**src/rtl/bus_arbiter_if.sv**
```systemverilog
// Request/grant bus shared between the round-robin arbiter and its masters.
// Requests and grants are active low; owner is meaningful only while owner_vld is high.
interface bus_arbiter_if #(
  parameter int NUM_MASTERS = 4,
  parameter int IDX_W       = 2
);
  logic [NUM_MASTERS-1:0] m_req_;
  logic [NUM_MASTERS-1:0] m_grnt_;
  logic [IDX_W-1:0]       owner;
  logic                   owner_vld;
  logic                   timeout_err;
  logic                   err_clr;

  modport master (
    output m_req_, err_clr,
    input  m_grnt_, owner, owner_vld, timeout_err
  );

  modport slave (
    input  m_req_, err_clr,
    output m_grnt_, owner, owner_vld, timeout_err
  );
endinterface

```
**src/rtl/bus_arbiter.sv**
```systemverilog
// Non-preemptive round-robin bus arbiter with registered active-low grants
// and a sticky hold-time watchdog.
//
// state | meaning
// IDLE  | no master owns the bus, grants all high
// GRANT | owner holds the bus until it releases its request
module bus_arbiter #(
  parameter int NUM_MASTERS = 4,
  parameter int IDX_W       = 2,
  parameter int TIMEOUT     = 255,
  parameter int CNT_W       = 8
) (
  input  logic          clk,
  input  logic          reset,
  bus_arbiter_if.slave  bus
);

  typedef enum logic {IDLE, GRANT} state_t;

  localparam bit               WD_EN   = (TIMEOUT != 0);
  localparam logic [CNT_W-1:0] TO_LAST = (TIMEOUT == 0) ? '0 : CNT_W'(TIMEOUT - 1);
  localparam logic [IDX_W-1:0] IDX_MAX = IDX_W'(NUM_MASTERS - 1);

  state_t                 state_q, state_d;
  logic [IDX_W-1:0]       owner_q, owner_d;
  logic                   vld_q, vld_d;
  logic [NUM_MASTERS-1:0] grnt_q, grnt_d;
  logic [IDX_W-1:0]       ptr_q, ptr_d;
  logic [CNT_W-1:0]       cnt_q, cnt_d;
  logic                   err_q, err_d;

  logic                   any_req;
  logic [IDX_W-1:0]       nxt_idx;
  logic [IDX_W-1:0]       sel;

  // First low request scanning upward from start, wrapping at NUM_MASTERS.
  function automatic logic [IDX_W-1:0] rr_pick(input logic [NUM_MASTERS-1:0] req_n,
                                               input logic [IDX_W-1:0]       start);
    logic [IDX_W-1:0] idx;
    logic             found;
    rr_pick = start;
    found   = 1'b0;
    for (int i = 0; i < NUM_MASTERS; i++) begin
      idx = IDX_W'((int'(start) + i) % NUM_MASTERS);
      if (!found && !req_n[idx]) begin
        found   = 1'b1;
        rr_pick = idx;
      end
    end
  endfunction

  assign any_req = ~&bus.m_req_;
  assign nxt_idx = (owner_q == IDX_MAX) ? '0 : owner_q + 1'b1;

  always_ff @(posedge clk or posedge reset) begin
    if (reset) begin
      state_q <= IDLE;
      owner_q <= '0;
      vld_q   <= 1'b0;
      grnt_q  <= '1;
      ptr_q   <= '0;
      cnt_q   <= '0;
      err_q   <= 1'b0;
    end else begin
      state_q <= state_d;
      owner_q <= owner_d;
      vld_q   <= vld_d;
      grnt_q  <= grnt_d;
      ptr_q   <= ptr_d;
      cnt_q   <= cnt_d;
      err_q   <= err_d;
    end
  end

  always_comb begin
    state_d = state_q;
    owner_d = owner_q;
    vld_d   = vld_q;
    grnt_d  = grnt_q;
    ptr_d   = ptr_q;
    cnt_d   = cnt_q;
    err_d   = err_q;
    sel     = '0;

    case (state_q)
      IDLE: begin
        if (any_req) begin
          sel     = rr_pick(bus.m_req_, ptr_q);
          owner_d = sel;
          vld_d   = 1'b1;
          grnt_d  = ~(NUM_MASTERS'(1) << sel);
          cnt_d   = '0;
          state_d = GRANT;
        end
      end
      GRANT: begin
        if (!bus.m_req_[owner_q]) begin
          if (cnt_q != '1) cnt_d = cnt_q + 1'b1;
        end else begin
          // The releasing owner's request is high, so it cannot win the handover.
          ptr_d = nxt_idx;
          if (any_req) begin
            sel     = rr_pick(bus.m_req_, nxt_idx);
            owner_d = sel;
            grnt_d  = ~(NUM_MASTERS'(1) << sel);
            cnt_d   = '0;
          end else begin
            vld_d   = 1'b0;
            grnt_d  = '1;
            state_d = IDLE;
          end
        end
      end
      default: state_d = IDLE;
    endcase

    // Set takes priority over a simultaneous clear.
    if (WD_EN && state_q == GRANT && cnt_q == TO_LAST) begin
      err_d = 1'b1;
    end else if (bus.err_clr) begin
      err_d = 1'b0;
    end
  end

  assign bus.m_grnt_     = grnt_q;
  assign bus.owner       = owner_q;
  assign bus.owner_vld   = vld_q;
  assign bus.timeout_err = err_q;

endmodule

```
**src/flat_wrapper.sv**
```systemverilog
// flat-port wrapper written by rule: the top's interface ports become plain ports
module bus_arbiter_flat 
#(
  parameter int NUM_MASTERS = 4,
  parameter int IDX_W       = 2,
  parameter int TIMEOUT     = 255,
  parameter int CNT_W       = 8
)
  (clk, reset, bus_m_req_, bus_err_clr, bus_m_grnt_, bus_owner, bus_owner_vld, bus_timeout_err);
  bus_arbiter_if #(.NUM_MASTERS(NUM_MASTERS), .IDX_W(IDX_W)) bus_i ();
  input  logic clk;
  input  logic reset;
  input wire logic [$bits(bus_i.m_req_)-1:0] bus_m_req_;
  input wire logic [$bits(bus_i.err_clr)-1:0] bus_err_clr;
  output wire logic [$bits(bus_i.m_grnt_)-1:0] bus_m_grnt_;
  output wire logic [$bits(bus_i.owner)-1:0] bus_owner;
  output wire logic [$bits(bus_i.owner_vld)-1:0] bus_owner_vld;
  output wire logic [$bits(bus_i.timeout_err)-1:0] bus_timeout_err;
  assign bus_i.m_req_ = bus_m_req_;
  assign bus_i.err_clr = bus_err_clr;
  assign bus_m_grnt_ = bus_i.m_grnt_;
  assign bus_owner = bus_i.owner;
  assign bus_owner_vld = bus_i.owner_vld;
  assign bus_timeout_err = bus_i.timeout_err;
  bus_arbiter #(.NUM_MASTERS(NUM_MASTERS), .IDX_W(IDX_W), .TIMEOUT(TIMEOUT), .CNT_W(CNT_W)) u_core (.clk(clk), .reset(reset), .bus(bus_i));
endmodule
```
**config.mk**
```make
export PLATFORM = sky130hd
export DESIGN_NAME = bus_arbiter_flat
export DESIGN_NICKNAME = d
export VERILOG_FILES = /design/src/rtl/bus_arbiter_if.sv /design/src/rtl/bus_arbiter.sv /design/src/flat_wrapper.sv
export SDC_FILE = /design/constraint.sdc
export NUM_CORES = 1
export LEC_CHECK = 0
export CORE_MARGIN = 2
export CORE_UTILIZATION = 48
export DETAILED_ROUTE_END_ITERATION = 7
export HOLD_SLACK_MARGIN = 0.12
export MAX_ROUTING_LAYER = met4
export PLACE_DENSITY = 0.74
export SYNTH_ARGS = -nofsm -noshare
export SYNTH_HDL_FRONTEND = slang
export SYNTH_SLANG_ARGS = --single-unit
```
**constraint.sdc**
```tcl
create_clock -name clk -period 1.85 [get_ports clk]
set_clock_uncertainty 0.15 [all_clocks]
set_input_delay 0.4625 -clock clk [delete_from_list [all_inputs] [get_ports clk]]
set_output_delay 0.4625 -clock clk [all_outputs]
set_load 0.05 [all_outputs]
```
* Word-level counts from Yosys, hierarchy flattened
Index checks and enable logic that the tools add are counted.
** Word-level totals
- Output and inout port bits :: 8
- Register bits after elaboration :: 19
- Logic and storage cells :: 134
- Memories :: 0
- Input bits :: 7
- ROM bits :: 0
- Bits in latches :: 0
- Bits in writable memories :: 0
** Operators by class
- Shift-type cells :: 2
- $add $sub $neg :: 8
- Eq/ne operators :: 8
- Multipliers :: 0
- Multiplexer cells :: 72
- Reduce and logical (&&, ||, !) cells :: 25
- Bitwise logic cells :: 3
- Order comparisons :: 9
- Div/mod/pow operators :: 0
** Operators with widths (number)
- 1-bit 2-to-1 mux :: 37
- 2-bit 2-to-1 mux :: 15
- 2-bit by 3-bit less-than comparator with 1-bit output (second input constant) :: 9
- 8-bit 2-to-1 mux :: 3
- 1-bit binary-select mux with 2-bit select :: 9
- 8-bit case mux with 2 select lines :: 1
- 1-bit logical NOT :: 12
- 4-bit 2-to-1 mux :: 3
- 2-bit adder (second input constant) :: 4
- 8-bit by 1-bit adder with 8-bit output (second input constant) :: 1
- 8-bit == test (second input constant) :: 1
- 2-bit inequality test (second input constant) :: 4
- 8-bit inequality test (second input constant) :: 1
- 4-bit NOT :: 2
- 4-bit case mux with 2 select lines :: 1
- 1-bit by 2-bit left shift with 4-bit output (first input constant) :: 2
- 1-bit logical AND :: 7
- 2-bit by 1-bit adder with 2-bit output (second input constant) :: 3
- 3-bit AND reduction :: 2
- 1-bit case mux with 2 select lines :: 2
- 2-bit case mux with 2 select lines :: 1
- 2-bit AND reduction :: 2
- 4-bit AND reduction :: 1
- 3-bit inequality test (second input constant) :: 1
- other kinds (3) :: 3

* Logic depth before layout (Yosys ltp)
- Word-level depth :: 31
- Gate-level depth with buffers :: 7
- Gate-level depth less buffers :: 6

* Worst setup path before layout
No wires, ideal clock.
- Kind :: reg2reg
- Start :: register u_core.owner_q[0], in the netlist u_core.bus.owner[0]
- End :: register u_core.cnt_q[4]
- Data required time :: 1.573 ns
- Path slack :: -0.312 ns
- Buffers on the path :: 0
- Setup time :: 0.127 ns
- Stages on the path, launching flop included :: 6
- Arrival :: 1.884 ns
- Cells stage by stage :: dfrtp_1 mux4_2 nand2b_4 a31o_4 o211ai_2 o31ai_1
** On the way
- Longest elaborated chain between the ends :: 4
- Elaborated cells between the ends (all ways) :: 5
- Classes of those cells :: 1 x eq/ne; 4 x mux
** RTL lines
- from (decl) :: line bus_arbiter.sv:25 : logic [IDX_W-1:0] owner_q, owner_d;
- from (signal assigned) :: line bus_arbiter.sv:66 : owner_q <= owner_d;
- 1-bit binary-select mux with 2-bit select (*) :: line bus_arbiter.sv:97 : if (!bus.m_req_[owner_q]) begin
- 1-bit 2-to-1 mux (implied by the code) (*) :: line bus_arbiter.sv:97
- 8-bit 2-to-1 mux :: line bus_arbiter.sv:97
- 8-bit case mux with 2 select lines :: line bus_arbiter.sv:85 : case (state_q)
- to (signal assigned) :: line bus_arbiter.sv:70 : cnt_q <= cnt_d;
- to (decl) :: line bus_arbiter.sv:29 : logic [CNT_W-1:0] cnt_q, cnt_d;
Mark *: on every way between the ends. The rest lies on a longest branch, timed or not. The select of a mux whose other input is x is not followed.
A chain may end at the register's enable or synchronous reset.

* Worst setup path in the final report
Same ends and word-level chain as after synthesis.

==> impl_metrics.env <==
export IMPL_status="finished with violations"
export IMPL_violations="setup timing"
export IMPL_critPathTopFamily="multiplexers"
export IMPL_grt_max_degree=20
export IMPL_critPathKind="flip-flop to flip-flop"
export IMPL_critPathCaptureType="flip-flop"
export IMPL_area_growth_pct=46.3
export IMPL_cts_reportedPaths_clkPinSlew_ps=110
export IMPL_wirelength_um=3140
export IMPL_r2r_cells=5
export IMPL_coreArea_um2=2250
export IMPL_htree_levels=1
export IMPL_dieHeight_um=53.3
export IMPL_antenna_found_initial=0
export IMPL_cts_tree="yes"
export IMPL_ys_ff_latch=19
export IMPL_clockBufferDepth=2
export IMPL_hp_class="primary input to async pin"
export IMPL_ys_flop_type="dfrtp_1"
export IMPL_rows=17
export IMPL_cp_required_ps=1880
export IMPL_grt_pass1_wl_um=4510
export IMPL_drtAntennaViolNets=0
export IMPL_syn_inst=126
export IMPL_drt_iter0_drc=29
export IMPL_setup_viol=11
export IMPL_grt_usage=0.226
export IMPL_cts_sinks=19
export IMPL_period_minus_slack_ps=1970
export IMPL_hpwl_um=2120
export IMPL_route_detailed_drc=0
export IMPL_clockPowerShare=0.080
export IMPL_path_cells="mux4_2, nand2b_4, a31o_4, o211ai_2, o31ai_2"
export IMPL_cp_start_kind="flip-flop"
export IMPL_power_switching_uw=1130
export IMPL_final_max_slew_viol_count=0
export IMPL_initial_utilization=0.518
export IMPL_synth_most_common_cell="dfrtp_1"
export IMPL_io_buffers=14
export IMPL_sequentialPowerShare=0.265
export IMPL_root_buffer="clkbuf_4"
export IMPL_syn_nets=136
export IMPL_cts_hold_buffers=0
export IMPL_num_io_pins=15
export IMPL_finalCritPeriodShare=1.07
export IMPL_die_area_um2=2840
export IMPL_viasPerCell=6.09
export IMPL_grt_pass1_vias=1036
export IMPL_cp_max_fo=4
export IMPL_synth_area_leaders="dfrtp_1 (32%), dfstp_2 (9.0%), o21ai_0 (5.6%)"
export IMPL_synth_yosys_warnings=0
export IMPL_worstMarginPinSlew_ps=309
export IMPL_synthTopCellsByCount="dfrtp_1 (15), nand2_1 (13), o21ai_0 (13)"
export IMPL_p_comb_frac=0.655
export IMPL_first_pass_iters=4
export IMPL_drive_above_1_share=0.435
export IMPL_final_cell_area_um2=1710
export IMPL_fin_nets=172
export IMPL_internal_power_uw=1530
export IMPL_routabilityCongestion=0.833
export IMPL_synth_cell_types=42
export IMPL_filler_cell_count=156
export IMPL_p_leak_uw=0.000752
export IMPL_max_freq_mhz=507
export IMPL_chipWidth_um=53.3
export IMPL_cp_num_buf_inv=0
export IMPL_multi_input_area_um2=741
export IMPL_seqCellArea_um2=485
export IMPL_vias=1151
export IMPL_power_density_nw_per_um2=1560
export IMPL_gr_total_overflow=0
export IMPL_cts_buffers=3
export IMPL_yosysTopAreaCell="dfrtp_1"
export IMPL_p_sw_frac=0.424
export IMPL_slowest_delay_ps=560
export IMPL_path_depth=5
export IMPL_post_dp_cell_area_um2=1570
export IMPL_worst_ep_arrival_time_ps=2010
export IMPL_setup_ws_ps=-123
export IMPL_async_reset_ff_frac=1.00
export IMPL_ir_drop_mv=1.07
export IMPL_synth_cell_area_um2=1170
export IMPL_cap_violations=0
export IMPL_postCtsSetupRepairBufs=0
export IMPL_ys_seq_area_frac=0.412
export IMPL_critPathSlowestCell="mux4_2"
export IMPL_rsz0062_at_grt="yes"
export IMPL_slew_limit_headroom=0.792
export IMPL_synth_top_area_share=0.322
export IMPL_avgSynthCellArea_um2=9.26
export IMPL_antenna_cells=0
export IMPL_setup_tns_ps=-472
export IMPL_clk_latency_ps=290
export IMPL_drt_wirelength_per_cell_um=16.6
export IMPL_finalHoldViolCount=0
export IMPL_synth_edf_count=0
repair_timing:
item / CTS / global route
setup endpoints to repair: 16 / 16
pin swaps: 9 / 7
resized for setup: 13 / 18
gates cloned: 0 / 1
sequential cells by signal, summed over array words and instances, names as in the netlist:
signal,count
u_core.cnt_q,8
u_core.bus.owner,2
u_core.bus.timeout_err,1
u_core.bus.owner_vld,1
u_core.ptr_q,2
u_core.bus.m_grnt_,4
u_core.state_q,1
layer usage:
layer / vias to the layer above / wire [µm] / track usage
met4: 0 / 36 / 0.0812
met2: 31 / 1610 / 0.352
met3: 6 / 118 / 0.0395
met1: 572 / 1370 / 0.296
met5: - / 0 / -
li1: 542 / - / -
power by group through the flow:
stage	Sequential (µW)	Combinational [µW]	Clock, µW
4_1_cts	704	1570	214
5_1_grt	716	1850	226
2_1_floorplan	922	669	0
3_5_place_dp	708	1510	0
3_3_place_gp	699	1470	0
6_report	705	1750	212
cells by family after synthesis:
group / after synthesis / synth area share
simple gates: 46 / 0.204
compound gates: 44 / 0.254
flops: 19 / 0.412
buf+inv: 9 / 0.0429
mux: 4 / 0.0482
fa+ha+maj: 3 / 0.0322
xor+xnor: 1 / 0.00750
worst reg2reg max path: stages, from the launching register on:
cell and delay, ps:
dfrtp_4 460, mux4_2 560, nand2b_4 210, a31o_4 230, o211ai_2 160, o31ai_2 90
cell usage in the layout, fill, tap and decap left out, drive strengths merged, types with 2 or more instances in the layout:
cell	synthesis	final
nor3	2	2
nand2	14	14
and3	2	2
ha	3	3
inv	5	5
clkbuf	1	5
a32o	3	3
clkdlybuf4s50	0	2
nor3b	2	2
nand4	2	2
o21ai	15	15
dlygate4sd2	0	4
a211o	2	2
dfrtp	15	15
buf	3	28
mux2	3	3
nand2b	4	4
o31ai	5	5
nor4	3	3
a21oi	10	10
nor2	11	11
nand3	2	2
dfstp	4	4
a31o	2	2
a31oi	2	2
area by class of cell:
cell class | count | area share
multi-input combinational | 98 | 0.434
timing repair buffer | 35 | 0.235
inverter | 5 | 0.0110
tap | 28 | 0.0205
sequential | 19 | 0.284
clock buffer | 4 | 0.0154
through the flow:
step / cells / utilization / setup slack [ps] / total power [µW] / hold slack [ps]
after detailed placement: 184 / 0.695 / -485 / 2210 / 346
after global placement: 184 / 0.695 / -455 / 2170 / 336
after global routing: 189 / 0.757 / -161 / 2800 / 376
after floorplan: 126 / - / -120 / 1590 / 261
after CTS: 188 / 0.715 / -47.9 / 2490 / 352
final: 189 / 0.757 / -123 / 2660 / 350
path summary, 6_finish.rpt:
check / slack [ps] / end / start
min in group clk: 360 / u_core.bus.m_grnt_[3] / u_core.bus.m_grnt_[3]
min reg2reg: 360 / u_core.bus.m_grnt_[3] / u_core.bus.m_grnt_[3]
max: -120 / u_core.cnt_q[4] / u_core.bus.owner[0]
min: 350 / u_core.bus.owner_vld / reset
max reg2reg: -120 / u_core.cnt_q[4] / u_core.bus.owner[0]
max in group asynchronous: 940 / u_core.bus.m_grnt_[0] / reset
Note: power is estimated with default switching activity, not from simulation.
